**src/rtl/fetch_broadcast_unit.sv**
```systemverilog
// Shared instruction-fetch front end for an N-core array.
// One synchronous IRAM read port is arbitrated round-robin between cores. A single read is
// broadcast to every requesting core whose PC matches the leader's PC. The block also runs the
// array cycle counter and writes the final count to IRAM once every core has signalled
// end-of-program.
//
// Handshake: core_req[i] is a level that the core holds until it sees core_valid[i]. core_valid[i]
// is a one-cycle pulse meaning core_instr[i] was just updated. A core is never eligible in the
// cycle its pulse is high, so one request is never served twice.
module fetch_broadcast_unit #(
  parameter int                NUM_CORES = 4,
  parameter int                ADDR_W    = 16,
  parameter int                INSTR_W   = 24,
  parameter int                CNT_W     = 24,
  parameter logic [ADDR_W-1:0] STAT_ADDR = 16'hFFFF
) (
  input  logic                         clk,
  input  logic                         controlRST,
  input  logic [NUM_CORES-1:0]         core_req,
  input  logic [NUM_CORES*ADDR_W-1:0]  core_pc,
  input  logic [NUM_CORES-1:0]         core_endp,
  output logic [NUM_CORES*INSTR_W-1:0] core_instr,
  output logic [NUM_CORES-1:0]         core_valid,
  output logic [ADDR_W-1:0]            mem_addr,
  output logic                         mem_wren,
  output logic [INSTR_W-1:0]           mem_wdata,
  input  logic [INSTR_W-1:0]           mem_q,
  output logic [CNT_W-1:0]             cycle_count,
  output logic                         done
);

  localparam int PTR_W = (NUM_CORES > 1) ? $clog2(NUM_CORES) : 1;

  // State is kept in a named enum register so checkers can bind to state_q directly.
  typedef enum logic [1:0] {
    S_IDLE = 2'd0,
    S_RD   = 2'd1,
    S_CAP  = 2'd2
  } state_t;

  state_t                       state_q, state_d;
  logic [PTR_W-1:0]             rr_ptr_q, rr_ptr_d;
  logic [NUM_CORES-1:0]         grant_q, grant_d;
  logic [NUM_CORES-1:0]         done_mask_q, done_mask_d;
  logic                         write_pending_q, write_pending_d;
  logic [CNT_W-1:0]             count_latched_q, count_latched_d;

  logic [NUM_CORES*INSTR_W-1:0] core_instr_d;
  logic [NUM_CORES-1:0]         core_valid_d;
  logic [ADDR_W-1:0]            mem_addr_d;
  logic                         mem_wren_d;
  logic [INSTR_W-1:0]           mem_wdata_d;
  logic [CNT_W-1:0]             cycle_count_d;
  logic                         done_d;

  logic [NUM_CORES-1:0]         eligible;
  logic [NUM_CORES-1:0]         match_mask;
  logic                         leader_found;
  logic [PTR_W-1:0]             leader_idx;
  logic [PTR_W-1:0]             cand_idx;
  logic [ADDR_W-1:0]            leader_pc;
  logic [ADDR_W-1:0]            pc_arr [NUM_CORES];
  logic [INSTR_W-1:0]           wdata_ext;

  // Pick the leader: first eligible core at or after rr_ptr, wrapping; gather PC-matching cores.
  always_comb begin
    eligible     = core_req & ~core_valid;
    leader_found = 1'b0;
    leader_idx   = '0;
    cand_idx     = '0;
    for (int i = 0; i < NUM_CORES; i++) begin
      pc_arr[i] = core_pc[i*ADDR_W +: ADDR_W];
    end
    for (int k = 0; k < NUM_CORES; k++) begin
      cand_idx = PTR_W'((int'(rr_ptr_q) + k) % NUM_CORES);
      if (!leader_found && eligible[cand_idx]) begin
        leader_found = 1'b1;
        leader_idx   = cand_idx;
      end
    end
    leader_pc = pc_arr[leader_idx];
    for (int i = 0; i < NUM_CORES; i++) begin
      match_mask[i] = eligible[i] && (pc_arr[i] == leader_pc);
    end
    wdata_ext             = '0;
    wdata_ext[CNT_W-1:0]  = count_latched_q;
  end

  // Next-state and next-output logic for the fetch FSM, counter and write-back tracking.
  always_comb begin
    state_d         = state_q;
    rr_ptr_d        = rr_ptr_q;
    grant_d         = grant_q;
    write_pending_d = write_pending_q;
    count_latched_d = count_latched_q;
    core_instr_d    = core_instr;
    core_valid_d    = '0;
    mem_addr_d      = mem_addr;
    mem_wren_d      = 1'b0;
    mem_wdata_d     = mem_wdata;
    done_d          = done;
    done_mask_d     = done_mask_q | core_endp;
    cycle_count_d   = (&cycle_count) ? cycle_count : cycle_count + 1'b1;

    case (state_q)
      S_IDLE: begin
        if (write_pending_q) begin
          // The count write-back takes the port ahead of any fetch this cycle.
          mem_addr_d      = STAT_ADDR;
          mem_wdata_d     = wdata_ext;
          mem_wren_d      = 1'b1;
          write_pending_d = 1'b0;
          done_d          = 1'b1;
        end else if (leader_found) begin
          grant_d    = match_mask;
          mem_addr_d = leader_pc;
          rr_ptr_d   = (leader_idx == PTR_W'(NUM_CORES - 1)) ? '0 : leader_idx + 1'b1;
          state_d    = S_RD;
        end
      end
      S_RD: begin
        state_d = S_CAP;
      end
      S_CAP: begin
        for (int i = 0; i < NUM_CORES; i++) begin
          if (grant_q[i]) begin
            core_instr_d[i*INSTR_W +: INSTR_W] = mem_q;
          end
        end
        core_valid_d = grant_q;
        state_d      = S_IDLE;
      end
      default: begin
        state_d = S_IDLE;
      end
    endcase

    // Latch the count only on the cycle the mask first becomes complete.
    if ((&done_mask_d) && !(&done_mask_q)) begin
      count_latched_d = cycle_count;
      write_pending_d = 1'b1;
    end
  end

  // State and output registers; reset drops any in-flight read.
  always_ff @(posedge clk) begin
    if (controlRST) begin
      state_q         <= S_IDLE;
      rr_ptr_q        <= '0;
      grant_q         <= '0;
      done_mask_q     <= '0;
      write_pending_q <= 1'b0;
      count_latched_q <= '0;
      core_instr      <= '0;
      core_valid      <= '0;
      mem_addr        <= '0;
      mem_wren        <= 1'b0;
      mem_wdata       <= '0;
      cycle_count     <= '0;
      done            <= 1'b0;
    end else begin
      state_q         <= state_d;
      rr_ptr_q        <= rr_ptr_d;
      grant_q         <= grant_d;
      done_mask_q     <= done_mask_d;
      write_pending_q <= write_pending_d;
      count_latched_q <= count_latched_d;
      core_instr      <= core_instr_d;
      core_valid      <= core_valid_d;
      mem_addr        <= mem_addr_d;
      mem_wren        <= mem_wren_d;
      mem_wdata       <= mem_wdata_d;
      cycle_count     <= cycle_count_d;
      done            <= done_d;
    end
  end

endmodule

```
**config.mk**
```make
export PLATFORM = sky130hd
export DESIGN_NAME = fetch_broadcast_unit
export DESIGN_NICKNAME = d
export VERILOG_FILES = /design/src/rtl/fetch_broadcast_unit.sv
export SDC_FILE = /design/constraint.sdc
export NUM_CORES = 1
export LEC_CHECK = 0
export CORE_MARGIN = 3
export CORE_UTILIZATION = 49
export DETAILED_ROUTE_END_ITERATION = 16
export HOLD_SLACK_MARGIN = 0.1
export PLACE_DENSITY_LB_ADDON = 0.12
export SLEW_MARGIN = 20
export SYNTH_ARGS = -nofsm -noshare
export SYNTH_HDL_FRONTEND = slang
export SYNTH_SLANG_ARGS = --single-unit
```
**constraint.sdc**
```tcl
create_clock -name clk -period 3.5 [get_ports clk]
set_clock_uncertainty 0.2 [all_clocks]
set_input_delay 0.7 -clock clk [delete_from_list [all_inputs] [get_ports clk]]
set_output_delay 0.7 -clock clk [all_outputs]
set_load 0.05 [all_outputs]
```
==> summary.md <==
| Metric | Value |
|---|---|
| Number of top-level pins | `264` |
| Critical path data required time | `3.73 ns` |
| Register bit count reported by yosys | `203` |
| Worst-path clk slew | `0.06 ns` |
| Overall power of the completed layout | `6.35 mW` |
| Layout overhead on the synthesized area | `42.4%` |
| Initial antenna violation count | `0` |
| Buffer cell driving the clock tree root | `clkbuf_16` |
| Placed instance count | `1780` |
| Via count of the first global-routing pass | `9788` |
| Number of nets in the finished design | `1643` |
| Share of flip-flops with an asynchronous set or reset | `0%` |
| Post-synthesis net count | `1342` |
| Most common cell after layout, fill and taps aside | `nand2_1` |
| Netlist area before placement | `9720 um2` |
| Power density over the cells | `459 nW/um2` |
| Post-cts repair resize count | `0` |
| Placeable core area | `19100 um2` |
| Mean cell area of the mapped netlist | `7.82 um2` |
| Final antenna-violating net count | `0` |
| Synthesized instance count | `1243` |
| Maximum number of pins on one net before global-route repair | `74` |
| Horizontal extent of the die | `147 um` |
| Reg2Reg Setup Slack | `0.52 ns` |
| F_max | `0.314 GHz` |
| First element of the critical path | `core_req[0]` |
| Peak supply drop | `0.468 mV` |
| Per-cell routed wire length | `19.6 um` |
| Worst path setup slack after routing | `0.317 ns` |
| Global Route Usage Sum | `31.7%` |
| Core Rows | `50` |
| Path category of the worst min-delay check | `reg -> reg` |
| TritonCTS clock tree | `built` |
| Capture point of the worst path | `grant_q[1]` |
| Detailed Routing Iterations Pass 1 | `5` |
| Die Outline Area | `21600 um2` |
| Total setup violations reported at the end of the flow | `0` |
| Clock H-tree levels | `1` |
| Final cycle utilization of the critical path | `91.0%` |
| Cts-stage hold buffer count | `0` |
| Number of cells on the worst reg-to-reg path | `9` |
| Routed metal-1 wirelength | `14900 um` |
| Final Core Density | `72.5%` |
| Postcts setup bufs | `0` |
| Most frequent cells in the layout | `299 x nand2_1, 262 x clkdlybuf4s50_1, 203 x dfxtp_1, 163 x a21oi_1, 107 x nor2_1` |
| WL met3 | `3220 um` |
| Classification of the worst setup path | `in -> reg` |
| Number of I/O port buffers | `263` |
| R2R Path End | `grant_q[1]` |
| Final RePlAce weighted congestion | `1.11` |
| Max-slew headroom | `27.0%` |
| Arrival time at the worst endpoint | `3.41 ns` |
| Slew @ Worst Pin | `1.09 ns` |
| Maximum clock insertion buffer count | `3` |
| YS warnings | `0` |
| Detailed-route vias per instance | `5.56` |
| Crit path time final | `3.18 ns` |
| Sequential element share of the synthesized area | `41.8%` |
| Kind of end point of the critical path | `flip-flop` |
| Area of all placed cells without fillers | `13800 um2` |
| Setup TNS Final | `0 ns` |
| Placed inst area | `13100 um2` |
| Vias | `10100` |
| Number of antenna cells inserted | `0` |
| DRC viols | `0` |
| Final non-filler cell total | `1816` |
| Post-synth EDFFs | `0` |
| Worst setup SP type | `primary input` |
| Uppermost metal layer occupied by signal nets | `met4` |
| CTS Buf Count | `22` |
| Clock sink total | `203` |
| Largest fanout on the critical path | `9` |
| First-pass GRT wire length | `55100 um` |
| Total length of routed met2 wires | `16100 um` |
| Final worst hold slack | `0.238 ns` |
| Clock latency on the worst-skew pair | `0.52 ns` |
| Detailed Place HPWL | `26400 um` |
| DRT Wirelength | `35600 um` |
| Max Cap Violations | `0` |
| Height of the die | `147 um` |
| Initial detailed-routing violation count | `809` |
| Number of max-slew violations in the final report | `0` |
| Static leakage power | `5.01 nW` |
| Global-route congestion overflow total | `0` |
| Setup Slack @ Placement | `-0.157 ns` |
| Starting Density | `51.0%` |
| Share of post-route cells with drive strength above 1 | `9.64%` |
| Setup repair after global routing missed its margin | `false` |
| Start of the worst register-to-register path | `rr_ptr_q[1]` |
| Final Hold Violating Endpoints | `0` |
| Most instantiated flip-flop cell in the synthesis netlist | `dfxtp_1` |
| Run status | `finished, final reports clean` |
| Distinct cell type count of the synthesized netlist | `74` |
cells in the mapped netlist (all sizes together) (3+ instances only):
cell,n,area (um2)
mux2i,47,474
nand3,27,135
and3,5,31.3
xor2,37,324
nor2b,8,50.1
a21oi,165,841
o31ai,3,27.5
o22ai,5,31.3
nor2,108,422
inv,22,82.6
nand4,10,62.6
a21o,3,30.0
dfxtp,203,4060
nor3,34,175
o211ai,9,67.6
buf,19,139
or3,6,37.5
nand2b,9,56.3
a31oi,6,37.5
nand2,300,1130
nor4,18,113
clkbuf,66,248
a2bb2oi,4,35.0
xnor2,50,438
a22oi,4,35.0
o311ai,4,52.6
o21ai,13,65.1
a211oi,9,67.6
and2,7,43.8
a32o,3,30.0
worst max-delay path, stage by stage:
cell	delay, ns
clkdlybuf4s50_1	0.49
or3b_4	0.42
a21oi_4	0.27
buf_12	0.16
nor3_1	0.05
a21oi_1	0.23
buf_4	0.19
xnor2_1	0.06
nor4_1	0.30
buf_4	0.17
a31oi_1	0.15
o31ai_2	0.23
final cells by class:
class | count | area (um2)
Fill cell | 1525 | 5240
Multi-Input combinational cell | 933 | 5200
Inverter | 22 | 82.6
Tap cell | 260 | 325
Sequential cell | 203 | 4060
Clock buffer | 31 | 644
Timing Repair Buffer | 362 | 3450
Clock inverter | 5 | 67.6
flip-flops by register name (all words and copies together), names as in the netlist, named ones only:
register and cells:
core_instr 96, done 1, write_pending_q 1, core_valid 4
rr_ptr_q 1, state_q 2, done_mask_q 4, mem_wren 1
count_latched_q 24, mem_wdata 24, cycle_count 24, mem_addr 16
grant_q 4
worst min path at each step:
stage | slack, ns | cells past startpoint | start | end
after global placement | 0.22 | 1 | state_q[1] | state_q[1]
after floorplan | 0.21 | 1 | state_q[1] | state_q[1]
final | 0.24 | 1 | state_q[1] | state_q[1]
after detailed placement | 0.24 | 1 | state_q[1] | state_q[1]
after CTS | 0.24 | 1 | state_q[1] | state_q[1]
after global routing | 0.27 | 2 | mem_wdata[21] | mem_wdata[21]
routing by layer:
| metal | vias to the layer above | track usage, % |
|---|---|---|
| met2 | 444 | 50.0 |
| met4 | 0 | 12.0 |
| met1 | 4740 | 41.9 |
| li1 | 4818 | - |
| met3 | 101 | 8.11 |
| met5 | - | 0 |
logic make-up after synthesis:
family	synth area share [%]
AOI/OAI and AO/OA	15.9
xor gates and xnor gates	7.84
adders and majority gates	0.129
buffers and inverters	4.83
DFF	41.8
muxes	4.99
and+or+nand+nor	24.5
power by group:
| group | internal (mW) | leakage [nW] | switching, mW |
|---|---|---|---|
| clock network | 1.35 | 0.347 | 0.930 |
| logic | 0.721 | 3.02 | 0.946 |
| registers | 2.36 | 1.64 | 0.0383 |
| total | 4.44 | 5.01 | 1.91 |
Power figures use the tool's default switching activity.
